[config.mk]
export PLATFORM = sky130hd
export DESIGN_NAME = seq_alu
export DESIGN_NICKNAME = d
export VERILOG_FILES = /design/src/rtl/seq_alu.sv
export SDC_FILE = /design/constraint.sdc
export NUM_CORES = 1
export LEC_CHECK = 0
export ABC_AREA = 0
export CELL_PAD_IN_SITES_DETAIL_PLACEMENT = 0
export CELL_PAD_IN_SITES_GLOBAL_PLACEMENT = 2
export CORE_ASPECT_RATIO = 0.5
export CORE_UTILIZATION = 32
export DETAILED_ROUTE_END_ITERATION = 8
export PLACE_DENSITY = 0.85
export SLEW_MARGIN = 20
export SYNTH_ARGS = -nofsm -noshare
export SYNTH_HDL_FRONTEND = slang
export SYNTH_SLANG_ARGS = --single-unit
[constraint.sdc]
create_clock -name clk -period 5.8 [get_ports clk]
set_clock_uncertainty 0.05 [all_clocks]
set_input_delay 0.87 -clock clk [delete_from_list [all_inputs] [get_ports clk]]
set_output_delay 0.87 -clock clk [all_outputs]
set_load 0.02 [all_outputs]
[src/rtl/seq_alu.sv]
// seq_alu: handshaked sequential ALU.
//
// One operation is accepted at a time over a valid/ready input channel. The
// result and flags are registered and held on a valid/ready output channel
// until they are consumed. Single-cycle ops: ADD/SUB (unsigned/signed), AND,
// OR, XOR, SLL, SRL, SRA. Opcode 1000 is an iterative shift-add multiplier
// built only when the macro SEQ_ALU_MUL_EN is defined. Without the macro,
// 1000 is treated as unsupported and result_hi is tied to zero.
//
// Ports:
//   clk, rst_n           clock, synchronous active-low reset
//   in_valid / in_ready  input handshake (in_ready high only in IDLE)
//   num1, num2           operands (shifts use num2[SHW-1:0] only)
//   control              opcode
//   m                    0 = add, 1 = subtract (opcodes 0000/0001)
//   out_valid/out_ready  output handshake
//   result, result_hi    registered result / high half of MUL product
//   sf, zf, cf, of       registered flags
module seq_alu #(
    parameter int unsigned WIDTH = 8
) (
    input  logic             clk,
    input  logic             rst_n,
    input  logic             in_valid,
    output logic             in_ready,
    input  logic [WIDTH-1:0] num1,
    input  logic [WIDTH-1:0] num2,
    input  logic [3:0]       control,
    input  logic             m,
    output logic             out_valid,
    input  logic             out_ready,
    output logic [WIDTH-1:0] result,
    output logic [WIDTH-1:0] result_hi,
    output logic             sf,
    output logic             zf,
    output logic             cf,
    output logic             of
);
    localparam int unsigned SHW = $clog2(WIDTH);

    localparam logic [3:0] OP_ADDU = 4'b0000;
    localparam logic [3:0] OP_ADDS = 4'b0001;
    localparam logic [3:0] OP_AND  = 4'b0010;
    localparam logic [3:0] OP_OR   = 4'b0011;
    localparam logic [3:0] OP_XOR  = 4'b0100;
    localparam logic [3:0] OP_SLL  = 4'b0101;
    localparam logic [3:0] OP_SRL  = 4'b0110;
    localparam logic [3:0] OP_SRA  = 4'b0111;
`ifdef SEQ_ALU_MUL_EN
    localparam logic [3:0] OP_MUL  = 4'b1000;

    typedef enum logic [1:0] {IDLE = 2'd0, MUL = 2'd1, DONE = 2'd2} state_t;
`else
    typedef enum logic [1:0] {IDLE = 2'd0, DONE = 2'd2} state_t;
`endif

    state_t state, state_next;

    // ---------------- single-cycle datapath (uses live inputs in IDLE) ----
    logic [SHW-1:0]   shamt;
    logic [WIDTH-1:0] b_eff;
    logic [WIDTH:0]   add_full;
    logic [WIDTH-1:0] add_low;
    logic [WIDTH:0]   sll_x, srl_x, sra_x;
    logic [WIDTH-1:0] alu_res;
    logic             alu_cf, alu_of;

    always_comb begin
        shamt    = num2[SHW-1:0];
        b_eff    = num2 ^ {WIDTH{m}};
        add_full = {1'b0, num1} + {1'b0, b_eff} + {{WIDTH{1'b0}}, m};
        // add_low[WIDTH-1] is the carry into the MSB
        add_low  = {1'b0, num1[WIDTH-2:0]} + {1'b0, b_eff[WIDTH-2:0]} + {{(WIDTH-1){1'b0}}, m};
        // Shifts carry one guard bit so the last bit shifted out lands in it
        // (and is naturally 0 when the shift amount is 0).
        sll_x    = {1'b0, num1} << shamt;
        srl_x    = {num1, 1'b0} >> shamt;
        sra_x    = $signed({num1, 1'b0}) >>> shamt;

        alu_res = '0;
        alu_cf  = 1'b0;
        alu_of  = 1'b0;
        case (control)
            OP_ADDU, OP_ADDS: begin
                alu_res = add_full[WIDTH-1:0];
                alu_cf  = add_full[WIDTH] ^ m;
                alu_of  = add_low[WIDTH-1] ^ add_full[WIDTH];
            end
            OP_AND: alu_res = num1 & num2;
            OP_OR:  alu_res = num1 | num2;
            OP_XOR: alu_res = num1 ^ num2;
            OP_SLL: begin
                alu_res = sll_x[WIDTH-1:0];
                alu_cf  = sll_x[WIDTH];
            end
            OP_SRL: begin
                alu_res = srl_x[WIDTH:1];
                alu_cf  = srl_x[0];
            end
            OP_SRA: begin
                alu_res = sra_x[WIDTH:1];
                alu_cf  = sra_x[0];
            end
            default: ;
        endcase
    end

`ifdef SEQ_ALU_MUL_EN
    // ---------------- iterative shift-add multiplier ----------------------
    logic [WIDTH-1:0]   mul_a, mul_b;
    logic [2*WIDTH-1:0] mul_acc, mul_acc_next;
    logic [SHW-1:0]     mul_cnt;
    logic               mul_last;

    always_comb begin
        mul_last     = (mul_cnt == SHW'(WIDTH - 1));
        mul_acc_next = mul_acc;
        if (mul_b[mul_cnt]) begin
            mul_acc_next = mul_acc + ({{WIDTH{1'b0}}, mul_a} << mul_cnt);
        end
    end
`endif

    // ---------------- control FSM ----------------------------------------
    always_ff @(posedge clk) begin
        if (!rst_n) begin
            state <= IDLE;
        end else begin
            state <= state_next;
        end
    end

    always_comb begin
        state_next = state;
        case (state)
            IDLE: begin
                if (in_valid) begin
`ifdef SEQ_ALU_MUL_EN
                    state_next = (control == OP_MUL) ? MUL : DONE;
`else
                    state_next = DONE;
`endif
                end
            end
`ifdef SEQ_ALU_MUL_EN
            MUL: if (mul_last) state_next = DONE;
`endif
            DONE: if (out_ready) state_next = IDLE;
            default: state_next = IDLE;
        endcase
    end

    always_comb begin
        in_ready  = (state == IDLE);
        out_valid = (state == DONE);
    end

    // ---------------- result / flag registers ----------------------------
    always_ff @(posedge clk) begin
        if (!rst_n) begin
            result <= '0;
            sf     <= 1'b0;
            zf     <= 1'b0;
            cf     <= 1'b0;
            of     <= 1'b0;
`ifdef SEQ_ALU_MUL_EN
            result_hi <= '0;
            mul_a     <= '0;
            mul_b     <= '0;
            mul_acc   <= '0;
            mul_cnt   <= '0;
`endif
        end else begin
            if (state == IDLE && in_valid) begin
`ifdef SEQ_ALU_MUL_EN
                if (control == OP_MUL) begin
                    mul_a   <= num1;
                    mul_b   <= num2;
                    mul_acc <= '0;
                    mul_cnt <= '0;
                end else
`endif
                begin
                    result <= alu_res;
                    sf     <= alu_res[WIDTH-1];
                    zf     <= (alu_res == '0);
                    cf     <= alu_cf;
                    of     <= alu_of;
`ifdef SEQ_ALU_MUL_EN
                    result_hi <= '0;
`endif
                end
            end
`ifdef SEQ_ALU_MUL_EN
            if (state == MUL) begin
                mul_acc <= mul_acc_next;
                mul_cnt <= mul_cnt + SHW'(1);
                if (mul_last) begin
                    result    <= mul_acc_next[WIDTH-1:0];
                    result_hi <= mul_acc_next[2*WIDTH-1:WIDTH];
                    sf        <= mul_acc_next[WIDTH-1];
                    zf        <= (mul_acc_next == '0);
                    cf        <= (mul_acc_next[2*WIDTH-1:WIDTH] != '0);
                    of        <= (mul_acc_next[2*WIDTH-1:WIDTH] != '0);
                end
            end
`endif
        end
    end

`ifndef SEQ_ALU_MUL_EN
    assign result_hi = '0;
`endif

endmodule

# Word-level counts from Yosys, hierarchy flattened
# Index checks and enable logic that the tools add are counted.
op_classes:
  n_bitwise: 6
  n_shift: 3
  mux: 6
  n_addsub: 4
  n_eq_ne: 10
  n_reduce_logical: 6
op_table:
  columns: ["op", "n"]
  rows:
  - ["8-bit one-hot mux with 7 select lines", 1]
  - ["4-bit by 3-bit equality test with 1-bit output, second input constant", 4]
  - ["8-bit XOR", 2]
  - ["8-bit by 8-bit adder with 9-bit output", 1]
  - ["9-bit by 1-bit adder with 9-bit output", 1]
  - ["8-bit by 3-bit left shift with 9-bit output", 1]
  - ["9-bit by 3-bit right shift with 9-bit output", 1]
  - ["9-bit by 3-bit >>> shifter with 9-bit output", 1]
  - ["7-bit by 7-bit adder with 8-bit output", 1]
  - ["8-bit by 1-bit adder with 8-bit output", 1]
  - ["8-bit AND", 1]
  - ["4-bit by 2-bit equality test with 1-bit output, second input constant", 2]
  - ["8-bit logical NOT", 1]
  - ["8-bit OR", 1]
  - ["4-bit by 1-bit equality test with 1-bit output, second input constant", 1]
  - ["4-bit logical NOT", 1]
  - ["2-bit two-way mux", 2]
  - ["1-bit one-hot mux with 4 select lines", 1]
  - ["2-bit one-hot mux with 2 select lines", 1]
  - ["2-bit equality test, second input constant", 1]
  - ["2-bit logical NOT", 1]
  - ["2-bit by 1-bit inequality test with 1-bit output, second input constant", 1]
  - ["2-bit inequality test, second input constant", 1]
  - ["2-bit AND reduction", 1]
  - ["4 further kinds", 5]
word_totals:
  input_bits: 25
  output_inout_bits: 22
  regBits: 14
  word_cells: 41

# Depth between registers and ports, before layout
# Gate-level depths: netlist of run 1.
depth:
  depth_word: 5
  mapped_depth: 12

# Worst setup path before layout of run 1
# No wires, ideal clock.
synth_timing:
  kind: "input to register"
  start: "input num2[1]"
  end: "register zf"
  path_stages: 11
  slack_ns: 2.594
  n_path_buf: 2
  arrival_ns: 3.060
  path_cell_list: "buf_2 buf_4 xor2_1 inv_1 fa_1 nand2b_1 o2bb2ai_1 o21a_1 xnor2_1 a211o_1 o41ai_2"
synth_between:
  elab_chain_len: 5
synth_lines:
  columns: ["element", "line_no", "source"]
  rows:
  - ["from (decl)", "27", "input logic [WIDTH-1:0] num2,"]
  - ["8-bit XOR", "70", "b_eff = num2 ^ {WIDTH{m}};"]
  - ["8-bit by 8-bit adder with 9-bit output", "71", "add_full = {1'b0, num1} + {1'b0, b_eff} + {{WIDTH{1'b0}}, m};"]
  - ["9-bit by 1-bit adder with 9-bit output", "71", null]
  - ["8-bit one-hot mux with 7 select lines (*)", "83", "case (control)"]
  - ["8-bit logical NOT (*)", "186", "zf <= (alu_res == '0);"]
  - ["to (signal assigned)", "186", null]
  - ["to (decl)", "35", "output logic zf,"]
# Mark *: on every way between the ends. The rest lies on a longest branch, timed or not.
# A chain may end at the register's enable or synchronous reset.

# Final worst setup path of run 1
layout_timing:
  start: "input m"
  end: "register zf"
layout_between:
  elab_chain_len: 5
layout_lines:
  columns: ["element", "line_no", "source"]
  rows:
  - ["from (decl)", "29", "input logic m,"]
  - ["8-bit XOR", "70", null]
  - ["8-bit by 8-bit adder with 9-bit output", "71", null]
  - ["9-bit by 1-bit adder with 9-bit output (*)", "71", null]
  - ["8-bit one-hot mux with 7 select lines (*)", "83", null]
  - ["8-bit logical NOT (*)", "186", null]
# Marks and branches as above.

==> implementation parameters, run 1 <==
Parameter                              Value

Outcome
  Run status    complete, no violations

Layout
  Number of antenna cells inserted    0
  Post-layout net count    around 380
  Area overhead of the layout relative to synthesis    18.7%
  Layout cells sized above 1    0.0805

Logic synthesis
  Cell taking the most area after synthesis    ha_1
  Average size of a mapped cell    7.71 µm²
  Sequential-to-total area share from yosys stat    0.104
  Largest cells by area after synthesis    ha_1, dfxtp_1, mux4_2
  Syn. warnings    0
  Gate count after technology mapping    300
  Library cells used by synthesis    63
  Post-synth EDFFs    0
  Number of storage elements in the synthesis netlist    12
  Async set or reset register ratio after synthesis    0
  Post-synthesis instance area    between 2000 and 2500 µm²
  Dominant register cell in the synthesized netlist    dfxtp_1
  Proportion of netlist area held by the largest area contributor    0.135

Pwr
  Share of total power in sequential cells    0.203
  Total power per unit cell area    ~170 nW/µm²
  Combinational share of power    0.490
  Worst vdd ir    0.104 mV
  Leakage power figure    about 1.2 nW
  Fraction of power spent switching nets    0.370
  Internal portion of total power    0.288 mW
  Power spent charging and discharging nets    between 0.15 and 0.2 mW
  Relative contribution of the clock network to total power    0.306

Place
  Global placer's final weighted congestion    0.873
  PortBufs    38
  HPWL after detailed placement    about 5500 µm

STA
  Upper clock frequency limit    0.275 GHz
  Slew of the pin with the lowest slew margin    0.908 ns
  Final setup TNS    0 ns
  Final worst path period share    0.626
  Minimum clock period    3.63 ns
  Setup repair after global routing missed its margin    false
  Tightest hold margin    about 0.41 ns
  Final Max Tran Viols    0
  Count of endpoints failing hold in the final timing report    0
  Relative slew slack    0.393
  Total setup violations reported at the end of the flow    0

CTS
  Sinks on the clock net    12
  Count of buffers added by post-CTS timing repair for setup    0
  CTS buffer count    3
  Root Buffer Master    clkbuf_16
  H-tree level count    1
  Clock latency reported for the late side of the worst-skew pair    0.24 ns
  Number of gates resized after CTS    0
  Clock tree from TritonCTS    yes
  Worst-case clock buffer depth    2
  Clock transition at the registers of the reported paths    0.04 ns
  Number of buffers added to fix hold violations after cts    0

Setup path
  Critical path capture point type    flip-flop
  Cells on worst reg2reg path    5
  Nature of the critical path startpoint    input port
  WP data arrival    3.73 ns
  Crit. Startpoint    m
  Crit path kind    input port to flip-flop
  Maximum fanout along the worst path    9
  Top cell family by delay on the critical path    buffers and inverters
  Crit path required time    5.90 ns
  R2r startpoint    state[1]
  Crit-path slowest cell    clkdlybuf4s50_1
  CP Buf/Inv Count    2
  Cell-by-cell listing of the critical path    clkdlybuf4s50_1, xor2_1, inv_1, fa_1, nand2b_1, o2bb2ai_1, mux2i_1, nand4_1, nor4_2, nand4_1, o41ai_2
  Cell count along the critical path    11
  Stage delay of the slowest cell on the critical path    0.81 ns
  Cell seen most often among critical-path stages    nand4_1

Worst hold path
  Worst min-delay path startpoint    of
  Number of cells traversed by the worst hold path    2
  Min-delay worst type    flip-flop to flip-flop

Drt
  Final ANT Viol Nets    0
  Per-cell via count in the routed design    5.59
  Total Routed Length    7180 µm
  WL per Instance    17.3 µm
  Total number of vias    2320
  Final routed DRC violation total    0
  Number of detailed-routing iterations run before antenna repair    4
  Detailed Route Iter0 Violations    195

Global route
  GR Overflow Total    0
  Via count of the first global-routing pass    2093
  Maximum number of pins on one net before global-route repair    33
  Global router's overall resource usage    0.191
  First-pass GRT wire length    11500 µm
  Initial antenna violation count    0

Floorplan
  Area of the die    roughly 7600 µm²
  Die height    just over 60 µm
  I/O pin count    47
  Initial Util    0.339
  Placeable core region    6830 µm²
  Die Width    122 µm
  Number of rows created at floorplan    21

Run
  Maximum Capacitance Violations    0
[power groups by stage]
stage / registers [mW] / logic, mW / clock network (mW)
finish: 0.0927 / 0.224 / 0.140
global route: 0.0936 / 0.246 / 0.144
detailed placement: 0.0943 / 0.222 / 0
global placement: 0.0939 / 0.219 / 0
floorplan: 0.102 / 0.149 / 0
CTS: 0.0929 / 0.223 / 0.141
[final cells by class]
type                    count  area, µm²
repair buffers             41        403
multi-input cells         245       1820
inverters                  21       78.8
clock buffers               4       88.8
flip-flops and latches     12        240
well taps                  92        115
fillers                   705       4090
[routing by layer]
metal  wire length [µm]  track usage
met5                  0            0
met3                607       0.0303
met1               3490        0.290
met4                 70       0.0351
met2               3010        0.281
[flip-flops by register name, summed over array words and instances, names as in the netlist]
register and flops:
of 1, state 1, zf 1, result 8, cf 1
[worst register-to-register path: stages (launching register included)]
cell and delay [ns]:
dfxtp_1 0.33, inv_1 0.08, nand2_1 0.19, nor3_1 0.37, nand4_1 0.16, o41ai_2 0.31
[cells in the final DEF (no fill, tap or decap), types with 5 or more instances in the layout]
master	instances
a211oi_1	5
a21oi_1	19
a221oi_1	5
clkdlybuf4s50_1	38
conb_1	8
dfxtp_1	12
ha_1	25
inv_1	20
mux2i_1	8
mux4_2	7
nand2_1	27
nand3_1	8
nand3b_1	5
nand4_1	5
nor2_1	29
nor3_1	7
o21ai_0	14
o22ai_1	5
xor2_1	9
[metrics by stage]
| step | setup WS [ns] | total power [mW] | cell area [µm²] | cells | utilization |
|---|---|---|---|---|---|
| global placement | 1.98 | 0.313 | 2660 | 411 | 0.389 |
| finish | 2.17 | 0.456 | 2750 | 415 | 0.402 |
| floorplan | 2.59 | 0.251 | 2340 | 307 | - |
| global route | 2.00 | 0.484 | 2750 | 415 | 0.402 |
| CTS | 2.15 | 0.457 | 2750 | 415 | 0.402 |
| detailed placement | 1.90 | 0.316 | 2660 | 411 | 0.389 |
[cell families (layout without fill, tap and decap cells)]
| group | after synthesis | count (layout) | share of synthesized area |
|---|---|---|---|
| buffers and inverters | 50 | 66 | 0.121 |
| AND/OR/NAND/NOR | 101 | 101 | 0.226 |
| adder cells (fa/ha/maj) | 26 | 26 | 0.144 |
| other | 1 | 8 | 0.00162 |
| XOR/XNOR | 12 | 12 | 0.0454 |
| multiplexers | 17 | 17 | 0.112 |
| flip-flops | 12 | 12 | 0.104 |
| AO/OA/AOI/OAI | 81 | 81 | 0.246 |
[cells in the mapped netlist, types with 2 or more instances]
master and number:
inv_1 20, a21oi_1 19, a211oi_1 5, mux2_2 2, nor3_1 7, and2_1 2
xnor2_1 3, buf_6 5, o21ai_1 4, nor3b_1 4, ha_1 25, clkbuf_1 3
nand4_1 5, mux4_2 7, nand3b_1 5, a211o_1 2, buf_4 12, buf_2 8
o22ai_1 5, o21ai_0 14, nand2b_1 3, nand3_1 8, dfxtp_1 12, mux2i_1 8
o211a_1 4, nor2_1 29, a32oi_1 3, nand2_1 27, o211ai_1 2, a31oi_1 2
xor2_1 9, a221oi_1 5
[path summary, 6_finish.rpt]
path         to  slack, ns
max reg2reg  zf       4.22
max          zf       2.17
min          of       0.41
min reg2reg  of       0.41
Power figures use the tool's default switching activity.
==> run 2: changes to the inputs <==
CORE_UTILIZATION = 30   (was 32)
PLACE_DENSITY = 0.8   (was 0.85)
clock period = 3.6 ns   (was 5.8 ns; I/O delays follow)
==> implementation parameters, run 2 (synthesis results as in run 1) <==
Parameter                              Value

Place
  HPWL after detailed placement    5880 µm
  Global placer's final weighted congestion    between 0.8 and 0.9
  PortBufs    38

Setup path
  Crit path required time    3.70 ns
  Critical path capture point type    flip-flop
  Crit path kind    input port to flip-flop
  Cell-by-cell listing of the critical path    clkdlybuf4s50_1, xor2_1, inv_1, fa_1, nand2b_1, o2bb2ai_1, mux2i_1, nand4_1, nor4_2, nand4_1, o41ai_2
  Stage delay of the slowest cell on the critical path    around 0.70 ns
  Crit-path slowest cell    clkdlybuf4s50_1
  Nature of the critical path startpoint    input port
  Cells on worst reg2reg path    5
  WP data arrival    between 3 and 4 ns
  Maximum fanout along the worst path    6
  Cell seen most often among critical-path stages    nand4_1

CTS
  CTS buffer count    3
  Clock latency reported for the late side of the worst-skew pair    0.24 ns
  Root Buffer Master    clkbuf_16
  Sinks on the clock net    12
  Number of buffers added to fix hold violations after cts    0
  Count of buffers added by post-CTS timing repair for setup    0
  H-tree level count    1
  Number of gates resized after CTS    0
  Worst-case clock buffer depth    2
  Clock tree from TritonCTS    yes
  Clock transition at the registers of the reported paths    0.04 ns

Global route
  First-pass GRT wire length    12200 µm
  Initial antenna violation count    0
  Maximum number of pins on one net before global-route repair    30
  GR Overflow Total    0
  Via count of the first global-routing pass    2275
  Global router's overall resource usage    0.194

Layout
  Area overhead of the layout relative to synthesis    20.8%
  Number of antenna cells inserted    0
  Post-layout net count    between 300 and 400
  Most common library cell in the layout ignoring fill and taps    clkdlybuf4s50_1
  Register name with the most flops    result
  Highest-count cells in the layout ignoring fill and taps    clkdlybuf4s50_1, nor2_1, nand2_1, ha_1, inv_1
  Max reg flops    8
  Layout cells sized above 1    0.0973

Floorplan
  Initial Util    0.312
  Area of the die    8090 µm²
  Placeable core region    7400 µm²
  Die height    64.1 µm
  Number of rows created at floorplan    22
  I/O pin count    47
  Die Width    126 µm

STA
  Slew of the pin with the lowest slew margin    between 0.9 and 1 ns
  Minimum clock period    3.20 ns
  Relative slew slack    0.340
  Setup repair after global routing missed its margin    false
  Tightest hold margin    0.408 ns
  Upper clock frequency limit    approximately 0.31 GHz
  Count of endpoints failing hold in the final timing report    0
  Final worst path period share    0.888
  Total setup violations reported at the end of the flow    0
  Final Max Tran Viols    0
  Final setup TNS    0 ns

Worst hold path
  Min-delay worst type    flip-flop to flip-flop
  Number of cells traversed by the worst hold path    2

Drt
  Number of detailed-routing iterations run before antenna repair    4
  Final routed DRC violation total    0
  Per-cell via count in the routed design    5.58
  WL per Instance    around 18 µm
  Detailed Route Iter0 Violations    198
  Total number of vias    2371
  Total Routed Length    about 7500 µm
  Final ANT Viol Nets    0

Pwr
  Leakage power figure    1.19 nW
  Worst vdd ir    ~0.13 mV
  Total power per unit cell area    266 nW/µm²

Outcome
  Run status    complete, no violations

Run
  Maximum Capacitance Violations    0
-- run 2: critical path: cells and delay by family --
family,cells,cell delay (ns)
buf+inv,2,0.78
simple gates,4,0.64
xor+xnor,1,0.24
mux,1,0.18
fa+ha+maj,1,0.42
compound gates,2,0.48
-- run 2: per-layer routing --
| layer | share of wire | up-vias | track usage |
|---|---|---|---|
| met1 | 0.51 | 1124 | 0.285 |
| li1 | - | 1142 | - |
| met4 | 0.010 | 0 | 0.0452 |
| met2 | 0.42 | 97 | 0.297 |
| met5 | 0 | - | 0 |
| met3 | 0.058 | 8 | 0.0260 |
-- run 2: final cells by class --
type / count / area, µm²
multi-input combinational: 245 / 1820
sequential: 12 / 240
inverter: 21 / 78.8
clock buffer: 4 / 88.8
fill: 754 / 4610
tap: 96 / 120
timing repair buffer: 47 / 448
-- run 2: final timing paths --
| kind | slack (ns) | to | start |
|---|---|---|---|
| max reg2reg | 2.06 | zf | state[1] |
| max | 0.40 | zf | m |
| min reg2reg | 0.41 | of | of |
| min | 0.41 | of | of |
-- run 2: power by group --
part           leakage [nW]  switching [mW]  internal, mW
sequential           0.0988         0.00617         0.144
clock                0.0442          0.0579         0.168
combinational          1.04           0.211         0.157
-- run 2: metrics by stage --
step | utilization | cell area [µm²] | std cells | setup WS (ns) | power [mW]
floorplan | - | 2340 | 307 | 0.724 | 0.404
global placement | 0.365 | 2710 | 421 | 0.257 | 0.511
detailed placement | 0.365 | 2710 | 421 | 0.191 | 0.515
CTS | 0.377 | 2800 | 425 | 0.421 | 0.746
global route | 0.377 | 2800 | 425 | 0.148 | 0.793
finish | 0.377 | 2800 | 425 | 0.404 | 0.743
==> run 3: changes to the inputs <==
GPL_TIMING_DRIVEN = 0   (was default)
SKIP_LAST_GASP = 1   (was default)
SLEW_MARGIN = 5   (was 20)
==> implementation parameters, run 3 (synthesis results as in run 1) <==
Parameter                              Value

CTS
  H-tree level count    1
  Worst-case clock buffer depth    2
  Clock transition at the registers of the reported paths    about 0.040 ns
  Clock tree from TritonCTS    yes
  Root Buffer Master    clkbuf_16
  CTS buffer count    3
  Clock latency reported for the late side of the worst-skew pair    0.24 ns
  Sinks on the clock net    12

Place
  HPWL after detailed placement    6200 µm
  Global placer's final weighted congestion    approximately 0.92
  Dpl cell area    2820 µm²
  Post-Place Setup Slack    -0.254 ns
  PortBufs    36

STA
  Relative slew slack    0.306
  Count of endpoints failing hold in the final timing report    0
  Upper clock frequency limit    0.294 GHz
  Tightest hold margin    between 0.4 and 0.5 ns
  Minimum clock period    3.40 ns
  Setup repair after global routing missed its margin    false
  Final worst slack    0.201 ns
  Final Max Tran Viols    0
  Final worst path period share    0.944
  Slew of the pin with the lowest slew margin    between 1 and 1.5 ns
  Total setup violations reported at the end of the flow    0

Global route
  GR Overflow Total    0
  Global router's overall resource usage    0.199
  Initial antenna violation count    0
  First-pass GRT wire length    around 12000 µm
  Via count of the first global-routing pass    2198
  Maximum number of pins on one net before global-route repair    20

Floorplan
  I/O pin count    47
  Placeable core region    ~7400 µm²
  Number of rows created at floorplan    22
  Die Width    126 µm
  Initial Util    0.312
  Die height    64.1 µm
  Area of the die    8090 µm²

Drt
  Per-cell via count in the routed design    5.57
  Final ANT Viol Nets    0
  WL per Instance    17.6 µm
  Total number of vias    2464
  Number of detailed-routing iterations run before antenna repair    5
  Total Routed Length    7770 µm
  Detailed Route Iter0 Violations    197
  Final routed DRC violation total    0

Setup path
  Crit-path slowest cell    clkdlybuf4s50_1
  Maximum fanout along the worst path    10
  Top cell family by delay on the critical path    buffers and inverters
  Cell-by-cell listing of the critical path    clkdlybuf4s50_1, buf_6, buf_4, xor2_1, inv_1, fa_1, nand2b_1, o2bb2ai_1, mux2i_1, nand4_1, nor4_2, nand4_1, o41ai_2
  Stage delay of the slowest cell on the critical path    0.55 ns
  CP Buf/Inv Count    4
  Crit path required time    between 3 and 4 ns
  WP data arrival    3.50 ns
  Cell seen most often among critical-path stages    nand4_1
  Nature of the critical path startpoint    input port
  Critical path capture point type    flip-flop
  Crit path kind    input port to flip-flop

Run
  Maximum Capacitance Violations    0

Layout
  Post-route cell area    2910 µm²
  Area overhead of the layout relative to synthesis    25.9%
  Register name with the most flops    result
  Highest-count cells in the layout ignoring fill and taps    clkdlybuf4s50_1, nor2_1, nand2_1, ha_1, inv_1
  Most common library cell in the layout ignoring fill and taps    clkdlybuf4s50_1
  Fill count    761
  Layout cells sized above 1    0.142
  Max reg flops    8
  Number of antenna cells inserted    0
  Post-layout net count    399
  Final standard cell utilization of the core    0.393
  Area taken by flip-flops and latches    240 µm²
  Footprint of the multi-input gates    roughly 1800 µm²

Worst hold path
  Min-delay worst type    flip-flop to flip-flop

Pwr
  Worst vdd ir    0.134 mV
  Total power per unit cell area    about 250 nW/µm²
  Leakage power figure    about 1.3 nW
  Overall power consumption    0.736 mW

Outcome
  Run status    complete, no violations
-- run 3: worst register-to-register path, cell delays in order, from the launching register on --
cell and delay (ns):
dfxtp_1 0.33, inv_1 0.07, nand2_1 0.17, nor3_1 0.33, nand4_1 0.17, o41ai_2 0.31
-- run 3: final timing paths --
path | startpoint | slack [ns] | to | depth (start not counted)
worst min-delay path | result[6] | 0.42 | result[6] | 2
worst max register to register | state[1] | 2.07 | zf | 5
worst min register to register | result[6] | 0.42 | result[6] | 2
worst max-delay path | num2[1] | 0.20 | zf | 13
-- run 3: area by class of cell --
class                   count  area share
inverters                  21      0.0271
flip-flops and latches     12      0.0825
multi-input cells         245       0.627
clock buffers               3      0.0258
repair buffers             37       0.126
plain buffers              28      0.0700
well taps                  96      0.0413
-- run 3: per-layer routing --
layer	part of all wire	track usage	up-vias	wire [µm]
li1	-	-	1177	-
met2	0.40	0.289	124	3140
met3	0.083	0.0310	10	644
met4	0.013	0.0482	0	104
met5	0	0	-	0
met1	0.50	0.299	1153	3890
-- run 3: what timing repair did --
action	4_1_cts	5_1_grt
endpoints found under the setup margin	1	1
pin swaps	0	1
hold buffers	0	0
buffers inserted	0	1
resized for setup	1	2
-- run 3: power by group --
part	internal [mW]	total, mW	switching, mW	leakage, nW
clock network	0.144	0.198	0.0537	0.0370
registers	0.144	0.150	0.00598	0.0988
logic	0.169	0.388	0.219	1.13
total	0.457	0.736	0.279	1.27
-- run 3: stage by stage --
| stage | setup TNS, ns | cells |
|---|---|---|
| 2_1_floorplan | 0 | 307 |
| 3_3_place_gp | -0.781 | 439 |
| 3_5_place_dp | -0.718 | 439 |
| 4_1_cts | 0 | 441 |
| 5_1_grt | 0 | 442 |
| 6_report | 0 | 442 |
